===== config.mk =====
export PLATFORM = sky130hd
export DESIGN_NAME = branch_resolve_unit
export DESIGN_NICKNAME = d
export VERILOG_FILES = /design/src/rtl/branch_resolve_unit.sv
export SDC_FILE = /design/constraint.sdc
export NUM_CORES = 1
export LEC_CHECK = 0
export ABC_AREA = 1
export CAP_MARGIN = 20
export CORE_ASPECT_RATIO = 0.7
export CORE_UTILIZATION = 30
export CTS_CLUSTER_DIAMETER = 120
export DETAILED_ROUTE_END_ITERATION = 16
export GPL_ROUTABILITY_DRIVEN = 1
export GPL_TIMING_DRIVEN = 0
export HOLD_SLACK_MARGIN = 0.02
export SLEW_MARGIN = 40
export SYNTH_ARGS = -nofsm -noshare
export SYNTH_HDL_FRONTEND = slang
export SYNTH_SLANG_ARGS = --single-unit
export TNS_END_PERCENT = 1

===== constraint.sdc =====
create_clock -name clk_i -period 2.2 [get_ports clk_i]
set_clock_uncertainty 0.2 [all_clocks]
set_input_delay 0.33 -clock clk_i [delete_from_list [all_inputs] [get_ports clk_i]]
set_output_delay 0.33 -clock clk_i [all_outputs]
set_load 0.02 [all_outputs]

===== src/rtl/branch_resolve_unit.sv =====
// ---------------------------------------------------------------------------
// branch_resolve_unit
//
// Closes the loop of the 2-bit branch predictor. Every prediction made at
// fetch is pushed into a small in-order queue; when ID resolves the oldest
// branch, the actual outcome is compared with the recorded prediction. The
// unit emits a one-cycle predictor update strobe and, on a mispredict, a
// one-cycle flush together with the corrected next PC.
//
// Optional feature macro: BRU_STATS_EN
//   defined   -> saturating resolved / mispredict counters
//   undefined -> no counter flops, counter outputs tied to 0
//
// Parameters
//   DEPTH  in-flight prediction entries (power of two, >= 2)
//   PC_W   PC / target width
//   CNT_W  statistics counter width
//
// Ports
//   clk_i, rst_i (async, active low)
//   pred_valid_i/pred_taken_i/pred_target_i/pred_fallthru_i : push from IF
//   full_o                                                  : queue full
//   res_valid_i/res_taken_i                                 : resolve from ID
//   update_o/result_o                                       : predictor update
//   flush_o/redirect_pc_o                                   : mispredict redirect
//   err_o                                                   : sticky empty-resolve
//   resolved_cnt_o/mispred_cnt_o                            : statistics
// ---------------------------------------------------------------------------
module branch_resolve_unit #(
    parameter int DEPTH = 2,
    parameter int PC_W  = 32,
    parameter int CNT_W = 16
) (
    input  logic             clk_i,
    input  logic             rst_i,
    input  logic             pred_valid_i,
    input  logic             pred_taken_i,
    input  logic [PC_W-1:0]  pred_target_i,
    input  logic [PC_W-1:0]  pred_fallthru_i,
    output logic             full_o,
    input  logic             res_valid_i,
    input  logic             res_taken_i,
    output logic             update_o,
    output logic             result_o,
    output logic             flush_o,
    output logic [PC_W-1:0]  redirect_pc_o,
    output logic             err_o,
    output logic [CNT_W-1:0] resolved_cnt_o,
    output logic [CNT_W-1:0] mispred_cnt_o
);

    localparam int AW = $clog2(DEPTH);
    localparam int PW = AW + 1;

    // Queue storage
    logic [DEPTH-1:0] taken_q;
    logic [PC_W-1:0]  target_q   [DEPTH];
    logic [PC_W-1:0]  fallthru_q [DEPTH];

    logic [PW-1:0] rd_q, rd_d;
    logic [PW-1:0] wr_q, wr_d;

    logic            update_q, result_q, flush_q, err_q;
    logic [PC_W-1:0] redirect_q, redirect_d;

    logic            empty, full;
    logic            head_taken;
    logic [PC_W-1:0] head_target, head_fallthru;
    logic            res_ok, mispred, push;

    assign empty = (rd_q == wr_q);
    assign full  = (rd_q[AW] != wr_q[AW]) && (rd_q[AW-1:0] == wr_q[AW-1:0]);

    assign head_taken    = taken_q[rd_q[AW-1:0]];
    assign head_target   = target_q[rd_q[AW-1:0]];
    assign head_fallthru = fallthru_q[rd_q[AW-1:0]];

    // A resolve only counts when there is a head entry to compare against.
    assign res_ok  = res_valid_i && !empty;
    assign mispred = res_ok && (res_taken_i != head_taken);

    // While full, a push is still accepted if the head pops in the same
    // cycle; a mispredict discards the push since it is wrong-path.
    assign push = pred_valid_i && !mispred && (!full || res_ok);

    always_comb begin
        rd_d       = rd_q;
        wr_d       = wr_q;
        redirect_d = redirect_q;
        if (mispred) begin
            rd_d       = '0;
            wr_d       = '0;
            redirect_d = res_taken_i ? head_target : head_fallthru;
        end else begin
            if (push)   wr_d = wr_q + PW'(1);
            if (res_ok) rd_d = rd_q + PW'(1);
        end
    end

    always_ff @(posedge clk_i or negedge rst_i) begin
        if (!rst_i) begin
            rd_q       <= '0;
            wr_q       <= '0;
            update_q   <= 1'b0;
            result_q   <= 1'b0;
            flush_q    <= 1'b0;
            err_q      <= 1'b0;
            redirect_q <= '0;
            taken_q    <= '0;
            for (int i = 0; i < DEPTH; i++) begin
                target_q[i]   <= '0;
                fallthru_q[i] <= '0;
            end
        end else begin
            rd_q       <= rd_d;
            wr_q       <= wr_d;
            redirect_q <= redirect_d;
            update_q   <= res_ok;
            result_q   <= res_ok && res_taken_i;
            flush_q    <= mispred;
            if (res_valid_i && empty) err_q <= 1'b1;
            if (push) begin
                taken_q[wr_q[AW-1:0]]    <= pred_taken_i;
                target_q[wr_q[AW-1:0]]   <= pred_target_i;
                fallthru_q[wr_q[AW-1:0]] <= pred_fallthru_i;
            end
        end
    end

    assign full_o        = full;
    assign update_o      = update_q;
    assign result_o      = result_q;
    assign flush_o       = flush_q;
    assign redirect_pc_o = redirect_q;
    assign err_o         = err_q;

`ifdef BRU_STATS_EN
    logic [CNT_W-1:0] resolved_cnt_q, resolved_cnt_d;
    logic [CNT_W-1:0] mispred_cnt_q, mispred_cnt_d;

    // Saturating counters, updated alongside the update strobe.
    always_comb begin
        resolved_cnt_d = resolved_cnt_q;
        mispred_cnt_d  = mispred_cnt_q;
        if (res_ok && !(&resolved_cnt_q))  resolved_cnt_d = resolved_cnt_q + CNT_W'(1);
        if (mispred && !(&mispred_cnt_q))  mispred_cnt_d  = mispred_cnt_q + CNT_W'(1);
    end

    always_ff @(posedge clk_i or negedge rst_i) begin
        if (!rst_i) begin
            resolved_cnt_q <= '0;
            mispred_cnt_q  <= '0;
        end else begin
            resolved_cnt_q <= resolved_cnt_d;
            mispred_cnt_q  <= mispred_cnt_d;
        end
    end

    assign resolved_cnt_o = resolved_cnt_q;
    assign mispred_cnt_o  = mispred_cnt_q;
`else
    assign resolved_cnt_o = '0;
    assign mispred_cnt_o  = '0;
`endif

endmodule


-- Word level (Yosys, flattened, before mapping)
Index checks and enable logic that the tools add are counted.
- register bits: 170
- latch bits: 0
- memory bits (writable): 0
- bits in read-only memories: 0
- input bits: 70
- output and inout port bits: 69
- logic and storage cells: 61
- memories kept: 0
- $add $sub $neg: 2
- multipliers: 0
- div/mod/pow operators: 0
- magnitude comparators: 6
- equality and inequality tests: 4
- shift-type cells: 0
- mux-type cells: 20
- bitwise operators: 2
- reductions and logical operators: 15
- operators with widths (kind ; number):
    32-bit 2-to-1 mux ; 8
    64-bit bitwise mux ; 2
    32-bit demux with 1-bit select ; 1
    1-bit logical AND ; 9
    2-bit 2-to-1 mux ; 4
    2-bit by 1-bit adder with 2-bit output, second input constant ; 2
    2-bit greater-or-equal comparator, second input constant ; 2
    1-bit by 2-bit less-than comparator with 1-bit output, second input constant ; 2
    1-bit inverter with 2-bit output ; 2
    2-bit nonzero test ; 2
    1-bit zero test ; 3
    1-bit 2-to-1 mux ; 3
    2-bit bitwise mux ; 1
    2-bit equality test ; 1
    2-bit by 1-bit less-than comparator with 1-bit output, second input constant ; 1
    1-bit inequality test ; 2
    1-bit demux with 1-bit select ; 1
    1-bit equality test ; 1
    1-bit greater-or-equal comparator, second input constant ; 1
    1-bit logical OR ; 1

-- Depth between registers and ports, before layout
- word-level depth: 9
- depth in mapped cells: 12
- mapped depth without buffers: 9

-- Least setup slack after synthesis
No wires, ideal clock.
- path kind: register to register
- start point: register wr_q[0]
- end point: register target_q[0] in the netlist's numbering
- library setup time: 0.117 ns
- arrival: 1.428 ns
- required time: 1.883 ns
- path slack: 0.455 ns
- cell stages (with the launch flop): 13
- path buffers: 4
- period minus slack after synthesis: 1.745 ns
- cell sequence: dfrtp_1 > buf_4 > inv_2 > nand2_1 > nand2_1 > nand2_2 > nand4_1 > buf_4 > nand3_2 > buf_6 > buf_6 > nand2_1 > nand2_1
- word-level cells in the longest chain between the ends: 7
- elaborated cells on any way between the ends: 18
- those cells by class: order compare: 2; eq/ne: 2; mux: 3; bitwise: 1; reduce/logical: 10
- ends and longest elaborated chain (item ; RTL line ; text):
    start, declared ; 61 ; logic [PW-1:0] wr_q, wr_d;
    start signal, assigned ; 116 ; wr_q <= wr_d;
    branches (longest 7 deep; another with 2-bit greater-or-equal comparator) ; -- ;
    end signal, assigned by index ; 124 ; target_q[wr_q[AW-1:0]] <= pred_target_i;
    end, declared ; 57 ; logic [PC_W-1:0] target_q [DEPTH];
Parallel ways; which one is timed is not known.
A chain may end at the register's enable or synchronous reset.

-- Worst setup path in the final report
- start point: register wr_q[0]
- end point: register fallthru_q[38] in the netlist's numbering
- word-level cells in the longest chain between the ends: 7
- elaborated cells on any way between the ends: 18
- those cells by class: order compare: 2; eq/ne: 2; mux: 3; bitwise: 1; reduce/logical: 10
- ends and longest elaborated chain (item ; RTL line ; text):
    branches (longest 7 deep; another with 2-bit greater-or-equal comparator) ; -- ;
    end signal, assigned by index ; 125 ; fallthru_q[wr_q[AW-1:0]] <= pred_fallthru_i;
    end, declared ; 58 ; logic [PC_W-1:0] fallthru_q [DEPTH];
Parallel ways; which one is timed is not known.

==> metrics.txt <==
# TYPE chip_impl_metric gauge
chip_impl_info{name="regToRegStartpoint",value="wr_q[0]$_DFFE_PN0P_"} 1
chip_impl_metric{name="io_buffer_count",unit=""} 106
chip_impl_metric{name="wirelength",unit="um"} 25000
chip_impl_info{name="worstReg2RegEnd",value="fallthru_q[38]$_DFFE_PN0P_"} 1
chip_impl_metric{name="ctsHtreeMaxLevel",unit=""} 4
chip_impl_metric{name="dpl_cell_area",unit="sq um"} 9540
chip_impl_metric{name="synth-async-reset-ratio",unit="%"} 100
chip_impl_metric{name="slew_violations",unit=""} 0
chip_impl_metric{name="ys_ff_latch",unit=""} 170
chip_impl_metric{name="number_of_synthesized_flops_with_an_enable_pin",unit=""} 0
chip_impl_info{name="ys.flop_type",value="dfrtp_1"} 1
chip_impl_metric{name="avgRoutedWirePerCell",unit="um"} 17.0
chip_impl_metric{name="insertion_delay",unit="ns"} 0.44
chip_impl_metric{name="setup_violations",unit=""} 0
chip_impl_metric{name="grt_pass1_wl",unit="um"} 39000
chip_impl_metric{name="layout-drive-gt1-share",unit="%"} 11.6
chip_impl_metric{name="design.final.nets",unit=""} 1198
chip_impl_metric{name="drtIter0Drc",unit=""} 632
chip_impl_metric{name="fmax",unit="MHz"} 471
chip_impl_metric{name="finalInstanceArea",unit="sq um"} 10200
chip_impl_info{name="synth.area.top_cells",value="dfrtp_1, nand2_1, nand3_1, buf_4, o21ai_0"} 1
chip_impl_metric{name="grt.overflow.total",unit=""} 0
chip_impl_metric{name="post_synth_inst_count",unit=""} 966
chip_impl_metric{name="drtPass1Iterations",unit=""} 5
chip_impl_metric{name="reg2reg_setup_slack",unit="ns"} 0.07
chip_impl_metric{name="layout.area.seq",unit="sq um"} 4260
chip_impl_metric{name="vias_per_cell",unit=""} 4.78
chip_impl_info{name="yosysTopAreaCell",value="dfrtp_1"} 1
chip_impl_metric{name="placement_rows",unit=""} 49
chip_impl_metric{name="die-width",unit="um"} 196
chip_impl_metric{name="inserted_clock_buffers",unit=""} 17
chip_impl_metric{name="n_fill_cell",unit=""} 2684
chip_impl_info{name="synth_top_cells_by_count",value="nand2_1, dfrtp_1, nand3_1"} 1
chip_impl_metric{name="cellPowerDensity",unit="nW/um^2"} 1450
chip_impl_metric{name="count_of_unresolved_drc_violations_after_routing",unit=""} 0
chip_impl_metric{name="areaGrowthSynthToFinish",unit="%"} 29.1
chip_impl_metric{name="timing_worst_slew_pin_value",unit="ns"} 0.711
chip_impl_metric{name="antenna_found_initial",unit=""} 0
chip_impl_metric{name="vias",unit=""} 7037
chip_impl_metric{name="clock_path_buffers",unit=""} 2
chip_impl_metric{name="boundaryPins",unit=""} 139
chip_impl_metric{name="yosys.area.top_type_share",unit="%"} 53.9
chip_impl_metric{name="vias_in_the_first_global_route",unit=""} 6686
chip_impl_metric{name="grtUsageTotal",unit="%"} 19.3
chip_impl_metric{name="design.die.area",unit="sq um"} 27000
chip_impl_metric{name="pin_count_of_the_biggest_net_entering_global_routing",unit=""} 67
chip_impl_metric{name="clock_transition_at_path_regs",unit="ns"} 0.07
chip_impl_info{name="yosysMostFrequentCell",value="nand2_1"} 1
chip_impl_metric{name="arrival",unit="ns"} 2.26
chip_impl_info{name="status",value="finished clean"} 1
chip_impl_info{name="min-delay-path-class",value="input port to async pin"} 1
chip_impl_info{name="timing.critical_path.from_type",value="register"} 1
chip_impl_metric{name="syn-cell-area",unit="sq um"} 7890
chip_impl_metric{name="detailed_place_hpwl",unit="um"} 17300
chip_impl_info{name="cts_tree",value="yes"} 1
chip_impl_info{name="path_class",value="register to register"} 1
chip_impl_metric{name="fin_crit_sh",unit="%"} 96.6
chip_impl_metric{name="route.antenna.remaining_nets",unit=""} 0
chip_impl_metric{name="syn_area_per_cell",unit="sq um"} 8.17
chip_impl_metric{name="numClockSinks",unit=""} 170
chip_impl_metric{name="reg2reg_depth",unit=""} 12
chip_impl_metric{name="max_slew_margin",unit="%"} 52.6
chip_impl_metric{name="critical_path_required",unit="ns"} 2.33
chip_impl_metric{name="placeableCoreArea",unit="sq um"} 25700
chip_impl_info{name="rsz_0062_raised_after_global_routing",value="no"} 1
chip_impl_metric{name="synthesis.yosys.warnings",unit=""} 0
chip_impl_metric{name="final_hold_viol_count",unit=""} 0
chip_impl_metric{name="multiInputGateArea",unit="sq um"} 3080
chip_impl_metric{name="netlist-cell-type-count",unit=""} 23
chip_impl_metric{name="max-vdd-ir-drop",unit="mV"} 0.827
chip_impl_metric{name="post-route-min-period",unit="ns"} 2.13
chip_impl_metric{name="portion_of_the_post_synthesis_area_used_by_sequential_elements",unit="%"} 53.9
chip_impl_metric{name="place.gp.congestion",unit=""} 0.853
chip_impl_info{name="cp-end-kind",value="register"} 1
chip_impl_metric{name="final.hold.worst_slack",unit="ns"} 0.242
chip_impl_metric{name="max-cap-violations",unit=""} 0
chip_impl_info{name="clk_root_buffer_cell",value="clkbuf_16"} 1
chip_impl_metric{name="initial_core_util",unit="%"} 30.6
chip_impl_metric{name="worst-path-max-fanout",unit=""} 10
chip_impl_metric{name="power.static_leakage",unit="uW"} 0.00513
chip_impl_metric{name="chipHeight",unit="um"} 138
flip-flops by register name, indices dropped and copies added (netlist names):
register / cells
err_o: 1
fallthru_q: 64
flush_o: 1
rd_q: 2
redirect_pc_o: 32
result_o: 1
taken_q: 2
target_q: 64
update_o: 1
wr_q: 2
critical path, stage by stage (launching register included):
cell and delay [ns]:
dfrtp_1 0.35, buf_6 0.14, inv_2 0.07, nand2_2 0.11, nand2_1 0.09, nand2_2 0.12
nand2_4 0.09, nor2_4 0.27, nor2_4 0.07, buf_6 0.15, buf_4 0.18, nand3_1 0.12
nand2_1 0.07
cells by family after synthesis:
| family | synth area share [%] |
|---|---|
| and+or+nand+nor | 30.5 |
| DFF | 53.9 |
| other | 0.0475 |
| xor gates and xnor gates | 0.111 |
| AOI/OAI and AO/OA | 6.82 |
| buffers and inverters | 8.61 |
area by class of cell:
type / instances / area share, %
multi-input cells: 717 / 30.2
inverters: 8 / 0.295
repair buffers: 112 / 11.3
well taps: 331 / 4.07
flip-flops and latches: 170 / 41.8
clock inverters: 12 / 1.13
clock buffers: 20 / 4.48
plain buffers: 102 / 6.65
diodes: 1 / 0.0246
where the power goes:
part           switching, uW  internal [uW]
registers                759           4580
logic                   4130           2340
clock network           1340           1630
total                   6230           8550
metrics by stage:
stage / total power, uW / util [%] / std cells / setup TNS (ns) / setup slack (ns)
after floorplan: 9280 / - / 997 / 0 / 0.455
after global placement: 11600 / 36.8 / 1434 / -1185.72 / -6.74
after detailed placement: 11700 / 37.1 / 1436 / -43.82 / -0.342
after CTS: 14700 / 39.3 / 1469 / -0.0327 / -0.0327
after global routing: 15900 / 39.5 / 1472 / 0 / 0.00172
final: 14800 / 39.5 / 1473 / 0 / 0.0750
routing by layer:
metal | track usage, % | vias to the layer above | part of all wire [%]
li1 | - | 3390 | -
met3 | 4.87 | 29 | 7.2
met4 | 5.64 | 0 | 1.5
met1 | 29.2 | 3340 | 50
met2 | 26.7 | 278 | 42
met5 | 0 | - | 0
placed cells by master, fill, tap and decap left out, drive strengths merged, types with 32 or more instances in the layout:
cell type        n
nand2          375
dfrtp          170
nand3          137
clkdlybuf4s50  104
buf             75
nor2            70
o21ai           65
clkbuf          53
o22ai           32
conb            32
what timing repair did:
| action | CTS | global route |
|---|---|---|
| endpoints found under the setup margin | 17 | 130 |
| endpoints found under the hold margin | 64 | 0 |
| gates resized for setup | 9 | 20 |
| hold buffers | 1 | 0 |
| setup buffers | 0 | 3 |
| gates cloned | 0 | 0 |
| pin swaps | 0 | 2 |
how the worst max path moves through the flow:
stage | start | endpoint | slack, ns
after CTS | rd_q[0]$_DFFE_PN0P_ | full_o | -0.03
after detailed placement | res_taken_i | fallthru_q[38]$_DFFE_PN0P_ | -0.34
final | wr_q[0]$_DFFE_PN0P_ | fallthru_q[38]$_DFFE_PN0P_ | 0.07
after global placement | rst_i | update_o$_DFF_PN0_ | -6.74
after floorplan | wr_q[0]$_DFFE_PN0P_ | target_q[0]$_DFFE_PN0P_ | 0.45
after global routing | wr_q[0]$_DFFE_PN0P_ | fallthru_q[27]$_DFFE_PN0P_ | 0.002
No activity file was read; power rests on OpenSTA's default activity.
